[config.mk]
export PLATFORM = sky130hd
export DESIGN_NAME = mips_mem_bus_arbiter
export DESIGN_NICKNAME = d
export VERILOG_FILES = /design/src/rtl/mips_mem_bus_arbiter.sv
export SDC_FILE = /design/constraint.sdc
export NUM_CORES = 1
export LEC_CHECK = 0
export CORE_MARGIN = 5
export CORE_UTILIZATION = 45
export CTS_CLUSTER_SIZE = 24
export DETAILED_ROUTE_END_ITERATION = 8
export GPL_ROUTABILITY_DRIVEN = 0
export HOLD_SLACK_MARGIN = 0.03
export PLACE_DENSITY = 0.88
export RECOVER_POWER = 100
export SLEW_MARGIN = 10
export SYNTH_ARGS = -nofsm -noshare
export SYNTH_HDL_FRONTEND = slang
export SYNTH_SLANG_ARGS = --single-unit
[constraint.sdc]
create_clock -name clk -period 8.1 [get_ports clk]
set_clock_uncertainty 0.1 [all_clocks]
set_input_delay 1.62 -clock clk [delete_from_list [all_inputs] [get_ports clk]]
set_output_delay 1.62 -clock clk [all_outputs]
set_load 0.005 [all_outputs]
[src/rtl/mips_mem_bus_arbiter.sv]
// mips_mem_bus_arbiter: shares one memory bus between instruction fetch and load/store, with lane steering and wait timeout
module mips_mem_bus_arbiter #(
    parameter bit          DATA_PRIORITY = 1'b1,
    parameter int unsigned WAIT_TIMEOUT  = 1024
) (
    input  logic        clk,
    input  logic        reset,
    input  logic        if_req,
    input  logic [31:0] if_addr,
    output logic        if_ready,
    output logic [31:0] if_rdata,
    input  logic        d_req,
    input  logic        d_we,
    input  logic [1:0]  d_size,
    input  logic [31:0] d_addr,
    input  logic [31:0] d_wdata,
    output logic        d_ready,
    output logic [31:0] d_rdata,
    output logic        d_err,
    output logic        busy,
    output logic [31:0] address,
    output logic        write,
    output logic        read,
    input  logic        waitrequest,
    output logic [31:0] writedata,
    output logic [3:0]  byteenable,
    input  logic [31:0] readdata
);
    typedef enum logic [1:0] {IDLE, ACCESS, RDATA, RESP} state_t;
    state_t state, state_n;
    logic own_d, we_r, last_d, grant, grant_d, mis, tout;
    logic [1:0] off, off_r;
    logic [3:0] be_n;
    logic [31:0] wd_n, cnt;
    always_comb begin
        off = d_addr[1:0];
        grant = if_req || d_req;
        grant_d = d_req && (!if_req || DATA_PRIORITY || !last_d);
        mis = grant_d && (d_size == 2'b01 ? off[0] : d_size[1] && off != 2'b00);
        be_n = !d_we ? 4'b1111 : d_size == 2'b00 ? 4'b0001 << off : d_size == 2'b01 ? (off[1] ? 4'b1100 : 4'b0011) : 4'b1111;
        wd_n = d_size == 2'b00 ? {4{d_wdata[7:0]}} : d_size == 2'b01 ? {2{d_wdata[15:0]}} : d_wdata;
        tout = WAIT_TIMEOUT != 0 && waitrequest && cnt + 32'd1 == WAIT_TIMEOUT;
        state_n = state;
        case (state)
            IDLE:    state_n = !grant ? IDLE : mis ? RESP : ACCESS;
            ACCESS:  state_n = tout ? RESP : waitrequest ? ACCESS : we_r ? RESP : RDATA;
            RDATA:   state_n = RESP;
            default: state_n = IDLE;
        endcase
    end
    assign read = state == ACCESS && !we_r;
    assign write = state == ACCESS && we_r;
    assign if_ready = state == RESP && !own_d;
    assign d_ready = state == RESP && own_d;
    assign busy = state != IDLE;
    always_ff @(posedge clk or posedge reset) begin
        if (reset) begin
            state <= IDLE;
            own_d <= 1'b0;
            we_r <= 1'b0;
            last_d <= 1'b1;
            off_r <= 2'b00;
            cnt <= 32'd0;
            address <= 32'd0;
            writedata <= 32'd0;
            byteenable <= 4'b0000;
            if_rdata <= 32'd0;
            d_rdata <= 32'd0;
            d_err <= 1'b0;
        end else begin
            state <= state_n;
            cnt <= state == ACCESS && waitrequest ? cnt + 32'd1 : 32'd0;
            if (state == IDLE && grant) begin
                own_d <= grant_d;
                last_d <= grant_d;
                we_r <= grant_d && d_we;
                off_r <= grant_d ? off : 2'b00;
                address <= (grant_d ? d_addr : if_addr) & 32'hFFFF_FFFC;
                byteenable <= grant_d ? be_n : 4'b1111;
                writedata <= grant_d && d_we ? wd_n : 32'd0;
                if (mis) begin
                    d_rdata <= 32'd0;
                    d_err <= 1'b1;
                end
            end
            if (state == ACCESS && tout) begin
                if (own_d) begin
                    d_rdata <= 32'd0;
                    d_err <= 1'b1;
                end else begin
                    if_rdata <= 32'd0;
                end
            end
            if (state == ACCESS && !waitrequest && we_r)
                d_err <= 1'b0;
            if (state == RDATA) begin
                if (own_d) begin
                    d_rdata <= readdata >> {off_r, 3'b000};
                    d_err <= 1'b0;
                end else begin
                    if_rdata <= readdata;
                end
            end
        end
    end
endmodule

==> results by group, run 1 <==
Outcome
  • Status: finished with violations
  • Failing checks: capacitance limit, slew limit

Global route
  • Vias in the first global route: 7990
  • Pin count of the biggest net entering global routing: just over 100
  • Initial antenna violation count: 0
  • GRT overflow: 0
  • First-pass GRT wire length: 42.6 mm
  • Gr usage total: around a quarter

Yosys
  • Synthesized area: around 8600 um2
  • Synthesized instance count: about 900
  • Synth Warn #: 0
  • Seq/Total Area, Yosys: roughly half
  • Average size of a mapped cell: approximately 9.6 um2
  • Post-synthesis register bit count: about 170
  • Unique masters post-synth: 61
  • Synth async-reset ratio: 100%
  • EDFF count, synth: 0
  • Synth Flop Type: dfrtp_1

Place
  • Dpl cells: 1340
  • DP Area: 11400 um2
  • Hpwl dp: around 19 mm
  • Post-Place Setup Slack: about 3.7 ns
  • Port bufs: 269

Timing
  • Final setup viols: 0
  • Max Slew Vio Count: roughly 200
  • Final Hold Viols: 0
  • Hold slack: 0.369 ns
  • Worst-Margin Slew: between 3 and 4 ns
  • Tmin final: approximately 5.1 ns
  • Rel. slew slack: -167%
  • Fin worst setup slack: just under 3 ns
  • Crit share post-route: 63.5%
  • Unrepaired setup endpoints after global routing: false
  • Sum Neg Setup Slack: 0 ns
  • Fmax: 194 MHz

Critical path
  • CP bufs+invs: 3
  • Crit Path Category: in2async
  • Crit path capture type: asynchronous set/reset pin
  • Worst setup SP type: primary input
  • Crit path cell chain: clkdlybuf4s50_1 -> clkinvlp_2 -> buf_4
  • Crit path max-delay family: buffers and inverters
  • Max incr delay on CP: ~2.2 ns
  • Critical path data required time: approximately 8.4 ns
  • Max FO, Critical Path: a little under 90
  • Slowest CP cell: clkinvlp_2
  • CP arrival: between 5 and 6 ns

CTS
  • PostCTS Resize Cnt: 0
  • Clk root buf: clkbuf_16
  • Post-CTS setup buffers: 0
  • Cts hold-fix bufs: 0
  • Cts bufs inserted: 17
  • Clk pin slew, worst setup/hold paths: 0.06 ns
  • Longest Clk Path Bufs: 2
  • Skew-Pair Late Insertion Delay: between 0.4 and 0.5 ns
  • CTS sink count: roughly 170
  • CTS tree: done
  • CTS H-tree lvls: 4

Layout
  • # diodes: 0
  • Fillcell total: 1535
  • Register area: ~4200 um2
  • Nets: around 1300
  • Area of the multi-input gates: just under 4000 um2
  • Post-Layout Cell Count: between 1000 and 1500
  • Most frequent cells in the layout: 169 x dfrtp_1, 141 x nand2_1, 135 x dlygate4sd3_1, 133 x clkdlybuf4s50_1, 116 x o21ai_0
  • Util after Layout: between 60% and 70%
  • Commonest non-fill, non-tap cell in the layout: dfrtp_1
  • Finished Cell Area: between 10000 and 15000 um2
  • Share of cells above drive strength 1: between 5 and 6%
  • Layout Area Growth over Synthesis: 37.6%

Worst hold path
  • Hold WC Path Type: reg2reg

Power
  • VDD IR-drop max: about 0.00015 V
  • Total power: roughly 3.5 mW
  • Pwr per Cell Area: approximately 300 nW/um2
  • Leakage power: 5.12 nW

Floorplan
  • Placeable Area: 18800 um2
  • Cell row count: 50
  • Die Width: around 150 um
  • IO Count: ~270
  • Die height: 148 um
  • Die area: 22000 um2
  • Initial core utilization: around 46%

Drt
  • Initial DRC count: slightly below 700
  • Post-Route WL: 26.7 mm
  • Drc violations: 0
  • Final ANT Viol Nets: 0
  • DRT Pass-1 Iters: 7
  • Number of vias per cell: slightly below 6
  • Vias: a little under 8000
  • Routed len/inst: 19.5 um

Run
  • Maxcap violations: 4
[metal layers]
metal / up-vias / routed length [um] / track usage (%) / share of wire, %
met3: 41 / 2160 / 5.91 / 8.1
met5: - / 0 / 0 / 0
met2: 394 / 13400 / 41.0 / 50
met1: 3850 / 10500 / 30.6 / 39
met4: 0 / 678 / 7.48 / 2.5
li1: 3675 / - / - / -
[worst reg2reg max path: stages (launching register included)]
cell	delay, ns
dfrtp_1	0.45
ha_1	0.30
nand3_1	0.28
nor3_1	0.75
nand4_1	0.17
a211o_1	0.31
or4_4	0.45
nor3_1	0.17
clkbuf_1	0.98
o21ai_0	0.31
[Yosys cell counts (5+ instances only)]
library cell / instances / area, um2
a22oi_1: 32 / 240
dfrtp_1: 169 / 4230
xnor2_1: 13 / 114
nor2_1: 43 / 161
nand3_1: 49 / 245
inv_1: 12 / 45.0
mux2_2: 8 / 90.1
o21ai_0: 106 / 531
nand2_1: 141 / 529
mux2i_1: 71 / 711
nor2b_1: 5 / 31.3
nor4_1: 7 / 43.8
xor2_1: 10 / 87.6
o22a_1: 8 / 70.1
o21ai_2: 6 / 52.6
o21ai_1: 6 / 30.0
clkbuf_1: 58 / 218
o22ai_2: 14 / 175
or3_1: 11 / 68.8
a22o_1: 8 / 70.1
and3_1: 7 / 43.8
nor3_1: 5 / 25.0
nand4_1: 15 / 93.8
a21oi_1: 18 / 90.1
o22ai_1: 10 / 62.6
[layout make-up]
| type | count | share of cell area, % |
|---|---|---|
| Sequential cell | 169 | 35.7 |
| Multi-Input combinational cell | 643 | 33.5 |
| Inverter | 12 | 0.391 |
| Clock buffer | 20 | 3.77 |
| Timing Repair Buffer | 282 | 23.3 |
| Clock inverter | 12 | 0.897 |
| Tap cell | 234 | 2.47 |
[where the power goes]
part | leakage (nW) | internal (mW) | switching, mW
Clock | 0.262 | 0.411 | 0.367
Combinational | 2.74 | 0.729 | 0.741
Sequential | 2.11 | 1.13 | 0.166
Total | 5.12 | 2.27 | 1.27
[kinds of logic after synthesis]
logic type      count (synthesis)  share of synthesized area, %
compound gates                236                          18.4
xor+xnor                       23                          2.34
fa+ha+maj                       1                         0.145
buf+inv                        85                          4.23
flops                         169                          49.1
mux                            79                          9.30
other cells                     1                        0.0435
simple gates                  302                          16.5
[final timing paths]
kind / startpoint / endpoint / slack [ns] / cells after the start
worst min register to register: address[28] / address[28] / 0.37 / 2
worst max register to register: cnt[0] / register / 3.65 / 9
worst max-delay path: reset / off_r[0] / 2.96 / 3
max in group clk: d_req / d_rdata[7] / 2.99 / 6
min in group asynchronous: reset / address[7] / 2.61 / 2
worst min-delay path: address[28] / address[28] / 0.37 / 2
No activity file was read; power rests on OpenSTA's default activity.
==> inputs of run 2 (changes only) <==
CORE_UTILIZATION = 43   (was 45)
clock period = 4.2 ns   (was 8.1 ns; I/O delays follow)
==> run 2 against run 1 <==
The run still ends with capacitance limit, slew limit left. Final cell count increased by 2.5%. First-iteration DRC count decreased by 12%. Global-route usage is 0.52 points lower. Critical path depth is 5 higher. Via count up 0.41%. Sequential power rose by 95%. Design area grew 0.45%. Die area increased by 4.3%. Register-to-register slack lost 3.2 ns. Wire length rose by 0.66%. Largest power group unchanged.
==> results by group, run 2 (synthesized netlist as in run 1, its figures left out) <==
Outcome
  • Status: finished with violations
  • Failing checks: capacitance limit, slew limit

Place
  • Dpl cells: about 1400
  • Hpwl dp: 19.5 mm
  • Port bufs: 269
  • Post-Place Setup Slack: slightly below 0.6 ns
  • DP Area: 11500 um2

Global route
  • First-pass GRT wire length: 42.8 mm
  • Pin count of the biggest net entering global routing: 87
  • Vias in the first global route: roughly 7900
  • Gr usage total: 23.6%
  • GR Util met2: 38.6%
  • Most used routing layer in global routing: met2
  • GRT overflow: 0
  • GR Util met3: slightly above 6%
  • Routing usage on met1: 30.5%
  • Initial antenna violation count: 1

Timing
  • Rel. slew slack: -36.4%
  • Crit share post-route: approximately 90%
  • Fin worst setup slack: 0.435 ns
  • Max Slew Vio Count: 19
  • Final Hold Viols: 0
  • Final setup viols: 0
  • Hold slack: ~0.37 ns
  • Tmin final: around 3.8 ns
  • Fmax: ~270 MHz
  • Sum Neg Setup Slack: 0 ns
  • Worst-Margin Slew: roughly 2.0 ns
  • Unrepaired setup endpoints after global routing: false

Power
  • Register share of total power: 36.9%
  • Internal Power: 4.38 mW
  • VDD IR-drop max: ~0.00031 V
  • Switching Fraction: between 30% and 40%
  • Pwr per Cell Area: ~580 nW/um2
  • Total power: 6.86 mW
  • Combinational Power Share: 40.6%
  • Switching power total: 2.47 mW
  • Clock power share: approximately 23%
  • Leakage power: ~5.2 nW

CTS
  • Clk pin slew, worst setup/hold paths: roughly 0.070 ns
  • Post-CTS setup buffers: 0
  • PostCTS Resize Cnt: 0
  • Longest Clk Path Bufs: 2
  • CTS sink count: 169
  • CTS H-tree lvls: 4
  • Skew-Pair Late Insertion Delay: 0.42 ns
  • CTS tree: done
  • Cts hold-fix bufs: 0
  • Cts bufs inserted: 17
  • Clk root buf: clkbuf_16

Drt
  • Final ANT Viol Nets: 0
  • Post-Route WL: between 20 and 30 mm
  • Drc violations: 0
  • Initial DRC count: ~600
  • Number of vias per cell: 5.68
  • Routed len/inst: ~19 um
  • Vias: between 7000 and 8000
  • DRT Pass-1 Iters: 6

Layout
  • Commonest non-fill, non-tap cell in the layout: dfrtp_1
  • Fillcell total: 1657
  • # diodes: 0
  • Util after Layout: about three fifths
  • Finished Cell Area: around 12000 um2
  • Layout Area Growth over Synthesis: 38.3%
  • Most frequent cells in the layout: 169 x dfrtp_1, 141 x nand2_1, 139 x dlygate4sd3_1, 129 x clkdlybuf4s50_1, 114 x o21ai_0
  • Share of cells above drive strength 1: 6.05%
  • Post-Layout Cell Count: approximately 1400
  • Nets: around 1300

Critical path
  • Critical path data required time: about 4.4 ns
  • Max incr delay on CP: 0.76 ns
  • Max FO, Critical Path: 33
  • Slowest CP cell: or4_1
  • Cell mode on critical path: or4_1
  • Crit path cell chain: nand4_1 -> or4_1 -> o31ai_1 -> o2111ai_1 -> or4_1 -> nor4_4 -> clkbuf_4 -> o22ai_1
  • CP arrival: roughly 4 ns
  • Worst setup SP type: register
  • CP bufs+invs: 1
  • Crit Path Category: reg2reg
  • Crit path max-delay family: simple AND/OR/NAND/NOR gates
  • Crit path capture type: register

Floorplan
  • Cell row count: between 50 and 60
  • Placeable Area: slightly below 20000 um2
  • Die height: about 150 um
  • Die Width: 152 um
  • Initial core utilization: 44.0%
  • IO Count: roughly 270
  • Die area: approximately 23000 um2

Run
  • Maxcap violations: 2

Worst hold path
  • Hold WC Path Type: reg2reg
[run 2: tightest hold or removal path: cells and delay by family (launching register included)]
kind,cells,cell delay (ns)
and+or+nand+nor,1,0.04
AOI/OAI and AO/OA,1,0.06
DFF,1,0.34
[run 2: cell type report]
type	instances	area, um2	share of cell area, %
clock buffer	18	439	3.69
clock inverter	13	130	1.09
inverter	12	46.3	0.389
multi-input combinational	643	3910	32.9
sequential	169	4230	35.5
tap	265	332	2.78
timing repair buffer	286	2820	23.7
[run 2: power by group through the flow]
stage          clock network, mW  logic [mW]  registers [mW]
3_5_place_dp                   0        3.08            2.57
4_1_cts                     1.56        3.09            2.55
2_1_floorplan                  0        1.39            2.54
5_1_grt                     1.63        3.07            2.61
3_3_place_gp                   0        2.99            2.54
6_report                    1.54        2.78            2.53
[run 2: final timing paths]
path                                   from  slack, ns           to  cells past startpoint
worst max-delay path                cnt[12]       0.44   d_rdata[0]                      8
worst min-delay path            address[16]       0.37  address[16]                      2
worst max register to register      cnt[12]       0.44   d_rdata[0]                      8
worst min register to register  address[16]       0.37  address[16]                      2
max in group asynchronous             reset       1.01      cnt[22]                      3
min in group asynchronous             reset       1.05  address[19]                      2
[run 2: metal layers]
layer | wire length, um | vias up
li1 | - | 3683
met1 | 10700 | 3858
met2 | 13000 | 378
met3 | 2220 | 72
met4 | 950 | 2
met5 | 7 | -
